## src/rtl/reg_mask_encoder_pkg.sv

```systemverilog
// Shared types and helpers for the register-mask encoder.
// Defining MASK_R0_EN drops register 0 from every loaded mask.
package reg_enc_pkg;

    localparam int WIDTH = 32;
    localparam int IDX_W = $clog2(WIDTH);
    localparam int CNT_W = IDX_W + 1;

    typedef enum logic {
        IDLE = 1'b0,
        EMIT = 1'b1
    } state_e;

    function automatic logic [WIDTH-1:0] clear_lowest(input logic [WIDTH-1:0] m);
        return m & (m - WIDTH'(1));
    endfunction

    function automatic logic [CNT_W-1:0] popcount(input logic [WIDTH-1:0] m);
        logic [CNT_W-1:0] cnt;
        cnt = '0;
        for (int i = 0; i < WIDTH; i++) begin
            cnt = cnt + CNT_W'(m[i]);
        end
        return cnt;
    endfunction

endpackage

```

## src/rtl/reg_mask_encoder_if.sv

```systemverilog
// Load and index streams of the register-mask encoder.
// The master side is the controller and consumer; the slave side is the encoder.
interface reg_mask_encoder_if;
    import reg_enc_pkg::*;

    logic             load_valid;
    logic             load_ready;
    logic [WIDTH-1:0] load_mask;
    logic             idx_valid;
    logic             idx_ready;
    logic [IDX_W-1:0] idx;
    logic             idx_last;
    logic [IDX_W:0]   count;
    logic             done;

    modport master (
        output load_valid, load_mask, idx_ready,
        input  load_ready, idx_valid, idx, idx_last, count, done
    );

    modport slave (
        input  load_valid, load_mask, idx_ready,
        output load_ready, idx_valid, idx, idx_last, count, done
    );

endinterface

```

## src/rtl/reg_mask_encoder_prio_enc32.sv

```systemverilog
// Lowest-set-bit priority encoder; index is 0 when the vector is empty.
module prio_enc32 #(
    parameter int WIDTH = 32,
    parameter int IDX_W = 5
) (
    input  logic [WIDTH-1:0] vec_i,
    output logic [IDX_W-1:0] idx_o,
    output logic             nz_o
);

    always_comb begin
        idx_o = '0;
        nz_o  = |vec_i;
        // Scan downward so the lowest set bit is the last one written.
        for (int i = WIDTH - 1; i >= 0; i--) begin
            if (vec_i[i]) begin
                idx_o = IDX_W'(i);
            end
        end
    end

endmodule

```

## src/rtl/reg_mask_encoder.sv

```systemverilog
// Walks the set bits of a loaded register mask and emits their indices, lowest first.
// Build option MASK_R0_EN: bit 0 of the loaded mask is ignored.
module reg_mask_encoder
    import reg_enc_pkg::*;
#(
    parameter int WIDTH = reg_enc_pkg::WIDTH,
    parameter int IDX_W = reg_enc_pkg::IDX_W
) (
    input  logic                clk,
    input  logic                rst_n,
    reg_mask_encoder_if.slave   bus
);

    state_e           state_q;
    logic [WIDTH-1:0] mask_q;
    logic [IDX_W:0]   count_q;
    logic             done_q;

    logic [WIDTH-1:0] load_mask_f;
    logic [IDX_W-1:0] lsb_idx;
    logic             lsb_nz;
    logic             is_last;

`ifdef MASK_R0_EN
    assign load_mask_f = {bus.load_mask[WIDTH-1:1], 1'b0};
`else
    assign load_mask_f = bus.load_mask;
`endif

    prio_enc32 #(
        .WIDTH (WIDTH),
        .IDX_W (IDX_W)
    ) u_prio (
        .vec_i (mask_q),
        .idx_o (lsb_idx),
        .nz_o  (lsb_nz)
    );

    assign is_last = (count_q == {{IDX_W{1'b0}}, 1'b1});

    always_ff @(posedge clk or negedge rst_n) begin
        if (!rst_n) begin
            state_q <= IDLE;
            mask_q  <= '0;
            count_q <= '0;
            done_q  <= 1'b0;
        end else begin
            done_q <= 1'b0;
            case (state_q)
                IDLE: begin
                    if (bus.load_valid) begin
                        if (|load_mask_f) begin
                            mask_q  <= load_mask_f;
                            count_q <= popcount(load_mask_f);
                            state_q <= EMIT;
                        end else begin
                            // Empty mask completes immediately without emitting.
                            done_q <= 1'b1;
                        end
                    end
                end
                EMIT: begin
                    if (bus.idx_ready) begin
                        mask_q  <= clear_lowest(mask_q);
                        count_q <= count_q - 1'b1;
                        if (is_last) begin
                            state_q <= IDLE;
                            done_q  <= 1'b1;
                        end
                    end
                end
                default: state_q <= IDLE;
            endcase
        end
    end

    assign bus.load_ready = (state_q == IDLE);
    assign bus.idx_valid  = (state_q == EMIT) && lsb_nz;
    assign bus.idx        = lsb_idx;
    assign bus.idx_last   = (state_q == EMIT) && is_last;
    assign bus.count      = count_q;
    assign bus.done       = done_q;

endmodule

```

## src/flat_wrapper.sv

```systemverilog
// flat-port wrapper written by rule: the top's interface ports become plain ports
module reg_mask_encoder_flat import reg_enc_pkg::*;
#(
    parameter int WIDTH = reg_enc_pkg::WIDTH,
    parameter int IDX_W = reg_enc_pkg::IDX_W
)
  (clk, rst_n, bus_load_valid, bus_load_mask, bus_idx_ready, bus_load_ready, bus_idx_valid, bus_idx, bus_idx_last, bus_count, bus_done);
  reg_mask_encoder_if bus_i ();
  input  logic clk;
  input  logic rst_n;
  input wire logic [$bits(bus_i.load_valid)-1:0] bus_load_valid;
  input wire logic [$bits(bus_i.load_mask)-1:0] bus_load_mask;
  input wire logic [$bits(bus_i.idx_ready)-1:0] bus_idx_ready;
  output wire logic [$bits(bus_i.load_ready)-1:0] bus_load_ready;
  output wire logic [$bits(bus_i.idx_valid)-1:0] bus_idx_valid;
  output wire logic [$bits(bus_i.idx)-1:0] bus_idx;
  output wire logic [$bits(bus_i.idx_last)-1:0] bus_idx_last;
  output wire logic [$bits(bus_i.count)-1:0] bus_count;
  output wire logic [$bits(bus_i.done)-1:0] bus_done;
  assign bus_i.load_valid = bus_load_valid;
  assign bus_i.load_mask = bus_load_mask;
  assign bus_i.idx_ready = bus_idx_ready;
  assign bus_load_ready = bus_i.load_ready;
  assign bus_idx_valid = bus_i.idx_valid;
  assign bus_idx = bus_i.idx;
  assign bus_idx_last = bus_i.idx_last;
  assign bus_count = bus_i.count;
  assign bus_done = bus_i.done;
  reg_mask_encoder #(.WIDTH(WIDTH), .IDX_W(IDX_W)) u_core (.clk(clk), .rst_n(rst_n), .bus(bus_i));
endmodule
```

## config.mk

```make
export PLATFORM = sky130hd
export DESIGN_NAME = reg_mask_encoder_flat
export DESIGN_NICKNAME = d
export VERILOG_FILES = /design/src/rtl/reg_mask_encoder_pkg.sv /design/src/rtl/reg_mask_encoder_if.sv /design/src/rtl/reg_mask_encoder_prio_enc32.sv /design/src/rtl/reg_mask_encoder.sv /design/src/flat_wrapper.sv
export SDC_FILE = /design/constraint.sdc
export NUM_CORES = 1
export LEC_CHECK = 0
export ABC_AREA = 0
export BUFFER_PORTS_ARGS = -buffer_cell sky130_fd_sc_hd__buf_2
export CELL_PAD_IN_SITES_DETAIL_PLACEMENT = 1
export CELL_PAD_IN_SITES_GLOBAL_PLACEMENT = 1
export CORE_ASPECT_RATIO = 0.6
export CORE_MARGIN = 4
export CORE_UTILIZATION = 47
export CTS_CLUSTER_DIAMETER = 200
export DETAILED_ROUTE_END_ITERATION = 10
export GPL_ROUTABILITY_DRIVEN = 0
export PLACE_DENSITY_LB_ADDON = 0.1
export SLEW_MARGIN = 0
export SYNTH_ARGS = -nofsm -noshare
export SYNTH_HDL_FRONTEND = slang
export SYNTH_SLANG_ARGS = --single-unit
```

## constraint.sdc

```tcl
create_clock -name clk -period 3.9 [get_ports clk]
set_clock_uncertainty 0.2 [all_clocks]
set_input_delay 0.78 -clock clk [delete_from_list [all_inputs] [get_ports clk]]
set_output_delay 0.78 -clock clk [all_outputs]
set_load 0.1 [all_outputs]
```

==> impl_metrics.ini, run 1 <==
[final_layout]
fin_nets = 518
antennaDiodeCount = 0
area_growth_pct = 26.9
drive_above_1_share_pct = 28.3

[power_and_ir_drop]
report.power.total_mw = 3.93
power.density_nw_per_um2 = 937
ir_worst_vdd_uv = 724
power.leakage_nw = 2.07

[floorplan]
start_util_pct = 48.9
fp.dieArea_um2 = 8490
fp-row-count = 23
die_h_um = 73.0
die_w_um = 116
core_um2 = 6760
ios = 51

[worst_hold_path]
hp-class = reg -> reg
holdCritStartpoint = u_core.mask_q[15]

[synth]
yosys_warnings = 0
syn_area_um2 = 3310
synth_cell_types = 53
syn_inst = 366
synth_seq_cells = 40
synthesis.nets = 437
yosys_most_used_dff = dfrtp_1
async_flop_share_pct = 100
synth_area_per_cell_um2 = 9.04
ys_seq_area_share_pct = 30.3
synth_edf_count = 0

[timing]
max-slew-margin-rel_pct = 34.6
finalCritPeriodShare_pct = 144
timing.final.ws_setup_ns = -1.71
setup_violations = 6
worstMarginPinSlew_ns = 0.981
max_freq_mhz = 178
grt_setup_unrepaired = yes
report.final.hold_viol_count = 0
fin_crit_ns = 5.61
slew_viol_final = 0
setup_tns_ns = -8.65

[cts]
clk_pin_slew_ns = 0.06
htreeDepth = 2
cts_num_sinks = 40
root_buffer = clkbuf_16
ctsLongestPathBuffers = 2
cts_inserted_buffers = 5
cts_tree = built
hold_buffers = 0
clk_latency_ns = 0.29

[setup_path]
worst_r2r_path_depth = 6
start_kind = input pin
r2r-end = u_core.mask_q[26]
setup.worst_path.class = in -> reg
regToRegSetupSlack_ns = 1.12
crit_chain = buf_8 -> inv_8 -> ha_4 -> inv_2 -> fa_1 -> fa_1 -> fa_1 -> fa_1 -> fa_1 -> fa_1 -> inv_2 -> fa_2 -> fa_2 -> a21o_1 -> a21oi_2 -> xnor2_1 -> a221o_1
crit_arrival_ns = 5.58
r2r-start = u_core.state_q
endpoint_kind = flip-flop
critPathLaunch = bus_load_mask[1]
required_ns = 3.88
cp-endpoint = u_core.bus.count[4]
critPathMaxStageDelay_ns = 0.53
cp_max_fo = 2
cpMaxStageDelayCell = fa_1
crit_path_frequent_cell = fa_1

[routing]
totalWireLength_um = 13500
drt-initial-drc-count = 509
drcViolationCount = 0
drt-pass1-iter-count = 5
routed_via_density = 6.63
ant_nets = 0
vias = 3548
wl_per_cell_um = 25.2

[global_route]
grt_pass1_wl_um = 20900
grtUsageTotal_pct = 33.0
antenna_found_initial = 0
grt_max_degree = 42
grt_pass1_vias = 3622
grt-ovfl-total = 0

[job]
drv_cap = 0

[place]
hpwl_um = 9920
port_buffers = 50

[run_status]
violations = setup timing
status = finished with violations
## metal layers
| layer | vias up | global-route usage, % | part of all wire [%] |
|---|---|---|---|
| met5 | - | 0 | 0 |
| met4 | 0 | 10.3 | 2.8 |
| met3 | 42 | 7.87 | 11 |
| met2 | 253 | 48.3 | 43 |
| met1 | 1763 | 48.3 | 43 |
| li1 | 1490 | - | - |
## cell type report
class / count / area, µm²
Clock inverter: 3 / 42.5
Inverter: 51 / 204
Fill cell: 783 / 2560
Timing Repair Buffer: 89 / 577
Sequential cell: 40 / 1000
Multi-Input combinational cell: 260 / 2140
Tap cell: 87 / 109
Clock buffer: 5 / 125
## synth_stat cells, drive strengths merged, types with 3 or more instances
cell	n	area (µm²)
inv	50	188
dfrtp	40	1000
o21ai	32	160
nand2	28	108
nor2	25	96.4
fa	24	480
nor4	18	164
a22o	17	150
a21oi	15	75.1
nor3	12	70.1
ha	11	138
a221o	9	91.3
clkbuf	8	30.0
buf	7	35.0
nand3	6	30.0
o31ai	6	45.0
nand2b	4	25.0
o211ai	4	30.0
o41ai	4	35.0
a221oi	3	26.3
mux2i	3	30.0
nor2b	3	18.8
o22ai	3	18.8
or3	3	18.8
## sequential cells by signal, indices dropped and copies added (netlist names)
name / count
u_core.bus.count: 6
u_core.bus.done: 1
u_core.state_q: 1
u_core.mask_q: 32
## worst min-delay path by stage
stage,end,slack (ns),cells past startpoint
4_1_cts,u_core.mask_q[15],0.38,1
3_3_place_gp,u_core.mask_q[15],0.33,1
3_5_place_dp,u_core.mask_q[15],0.35,1
2_1_floorplan,u_core.bus.count[0],0.28,0
5_1_grt,u_core.mask_q[15],0.41,1
6_report,u_core.mask_q[15],0.39,1
## cell usage in the layout (no fill, tap or decap), types with 3 or more instances in the layout
cell	instances
a21oi_1	13
a221o_1	8
a22o_1	16
buf_2	47
buf_4	37
buf_6	3
clkbuf_16	5
dfrtp_1	40
fa_1	22
ha_1	10
inv_1	45
inv_2	3
mux2i_1	3
nand2_1	27
nand2b_1	4
nand3_1	6
nor2_1	24
nor3_1	9
nor3_2	3
nor4_1	13
nor4_4	4
o211ai_1	4
o21ai_0	22
o21ai_1	9
o22ai_1	3
o31ai_1	6
o41ai_1	4
or3_1	3
## cells by family after synthesis
| logic type | Yosys count | share of synthesized area (%) |
|---|---|---|
| multiplexers | 3 | 0.908 |
| AO/OA/AOI/OAI | 108 | 22.9 |
| XOR/XNOR | 2 | 0.530 |
| flip-flops | 40 | 30.3 |
| buffers and inverters | 66 | 7.76 |
| AND/OR/NAND/NOR | 112 | 19.0 |
| adder cells (fa/ha/maj) | 35 | 18.7 |
## power breakdown
part           total (mW)  internal (mW)  switching (mW)
Clock               0.487          0.301           0.186
Sequential          0.544          0.460          0.0844
Combinational        2.90           1.12            1.78
Total                3.93           1.88            2.05
## critical path, delay by kind of cell
kind	cells	cell delay (ns)
buf+inv	4	0.19
fa+ha+maj	9	3.86
xor+xnor	1	0.08
compound gates	3	0.66
## timing repair
item,4_1_cts,5_1_grt
pin swaps,8,5
resized for setup,11,7
endpoints found under the setup margin,6,6
buffers inserted,1,3
endpoints found under the hold margin,0,0
## metrics by stage
stage                     hold WS [ns]  std cells  area [µm²]  setup slack [ns]  utilization (%)
final                            0.389        535        4200             -1.71             62.1
after global placement           0.328        524        3940             -1.88             58.2
after floorplan                  0.284        366        3370             -1.65                -
after global routing             0.408        535        4200             -1.78             62.1
after detailed placement         0.350        524        3940             -2.06             58.2
after CTS                        0.380        533        4160             -1.65             61.5
Note: power is estimated with default switching activity, not from simulation.
==> run 2: changes to the inputs <==
- PLACE_DENSITY: unset -> 0.92
- PLACE_DENSITY_LB_ADDON: 0.1 -> unset
==> impl_metrics.ini, run 2 (synthesis gave the netlist of run 1 again) <==
[setup_path]
crit_family = adder cells
cpMaxStageDelayCell = fa_1
crit_arrival_ns = 5.71
setup.worst_path.class = in -> reg
crit_path_frequent_cell = fa_1
crit_chain = buf_8 -> inv_8 -> ha_4 -> inv_2 -> fa_1 -> fa_1 -> fa_1 -> fa_1 -> fa_1 -> fa_1 -> inv_1 -> fa_2 -> fa_2 -> a21o_1 -> a21oi_2 -> xnor2_1 -> a221o_1
critPathMaxStageDelay_ns = 0.55
cp_max_fo = 2
start_kind = input pin
required_ns = 3.86
crit_buf_inv = 4
endpoint_kind = flip-flop

[power_and_ir_drop]
p_clk_share_pct = 13.6
ir_worst_vdd_uv = 1280
p_int_mw = 1.90
power.density_nw_per_um2 = 938
pwr-share-seq_pct = 13.9
p_sw_share_pct = 51.8
combPwrFrac_pct = 72.4
power.leakage_nw = 2.06
switchingPower_mw = 2.03
report.power.total_mw = 3.93

[timing]
worstMarginPinSlew_ns = 0.968
max_freq_mhz = 174
fin_crit_ns = 5.75
max-slew-margin-rel_pct = 35.5
setup_tns_ns = -9.41
finalCritPeriodShare_pct = 147
grt_setup_unrepaired = yes
whs_ns = 0.398
slew_viol_final = 0
setup_violations = 6
timing.final.ws_setup_ns = -1.85
report.final.hold_viol_count = 0

[cts]
cts_tree = built
clk_pin_slew_ns = 0.06
root_buffer = clkbuf_16
clk_latency_ns = 0.28
cts_num_sinks = 40
htreeDepth = 2
hold_buffers = 0
cts_inserted_buffers = 5
ctsLongestPathBuffers = 2

[floorplan]
fp.dieArea_um2 = 8490
start_util_pct = 48.9
ios = 51
core_um2 = 6760
fp-row-count = 23
die_w_um = 116
die_h_um = 73.0

[routing]
routed_via_density = 6.64
ant_nets = 0
vias = 3528
drt-initial-drc-count = 487
wl_per_cell_um = 26.0
drt-pass1-iter-count = 5
totalWireLength_um = 13800
drcViolationCount = 0

[global_route]
grt_pass1_wl_um = 21900
grt_pass1_vias = 3744
grt_max_degree = 50
antenna_found_initial = 0
grt-ovfl-total = 0
grtUsageTotal_pct = 34.8

[final_layout]
fin_nets = 515
largest_reg_flops = 32
antennaDiodeCount = 0
final_area_um2 = 4190
drive_above_1_share_pct = 27.9
area_growth_pct = 26.7
mostFrequentLayoutCell = buf_2
final_cells = 531
layout_common_cells = buf_2 (47), inv_1 (44), dfrtp_1 (40), buf_4 (35), nand2_1 (27)
regMostFlops = u_core.mask_q

[job]
drv_cap = 0

[place]
dp_cells = 521
dpl_cell_area_um2 = 3910
port_buffers = 50
hpwl_um = 10100

[worst_hold_path]
hp-class = reg -> reg

[run_status]
violations = setup timing
status = finished with violations
==> run 2: layout make-up <==
cell class	instances	area, µm²
multi-input combinational	260	2140
sequential	40	1000
inverter	51	204
clock buffer	5	125
clock inverter	2	60.1
fill	799	2570
timing repair buffer	86	551
tap	87	109
==> run 2: worst reg2reg max path: stages (launching register included) <==
cell,delay [ns]
dfrtp_1,0.37
buf_4,0.24
nor2b_1,0.45
o21a_2,0.86
nor2_2,0.29
a221o_1,0.43
==> run 2: routing by layer <==
| metal | GRT usage, % | part of all wire (%) | vias up |
|---|---|---|---|
| li1 | - | - | 1474 |
| met1 | 49.6 | 40 | 1771 |
| met2 | 53.4 | 46 | 243 |
| met3 | 7.46 | 11 | 40 |
| met4 | 11.2 | 3.2 | 0 |
| met5 | 0 | 0 | - |
==> run 2: power groups by stage <==
stage / combinational (mW) / sequential (mW) / clock (mW)
2_1_floorplan: 1.61 / 0.708 / 0
3_3_place_gp: 2.28 / 0.534 / 0
3_5_place_dp: 2.46 / 0.543 / 0
4_1_cts: 2.75 / 0.540 / 0.529
5_1_grt: 3.05 / 0.553 / 0.545
6_report: 2.85 / 0.548 / 0.535
==> run 2: final timing paths <==
| kind | from | end | slack (ns) | depth (start not counted) |
|---|---|---|---|---|
| hold reg to reg | u_core.mask_q[15] | u_core.mask_q[15] | 0.40 | 1 |
| setup / recovery | bus_load_mask[1] | u_core.bus.count[4] | -1.85 | 17 |
| setup reg to reg | u_core.state_q | u_core.bus.count[4] | 0.94 | 5 |
| max in group asynchronous | rst_n | u_core.mask_q[9] | 2.45 | 1 |
| min in group asynchronous | rst_n | u_core.mask_q[29] | 0.46 | 1 |
| hold / removal | u_core.mask_q[15] | u_core.mask_q[15] | 0.40 | 1 |
==> run 2: what timing repair did <==
| item | in CTS | in global routing |
|---|---|---|
| gates cloned | 0 | 0 |
| endpoints found under the setup margin | 6 | 6 |
| resized for setup | 11 | 7 |
| pin swaps | 4 | 5 |
| buffers inserted | 1 | 2 |
==> run 2: through the flow <==
step / utilization, % / setup slack, ns
after floorplan: - / -1.65
after global placement: 57.9 / -1.88
after detailed placement: 57.9 / -2.12
after CTS: 61.5 / -1.77
after global routing: 61.9 / -1.91
final: 61.9 / -1.85
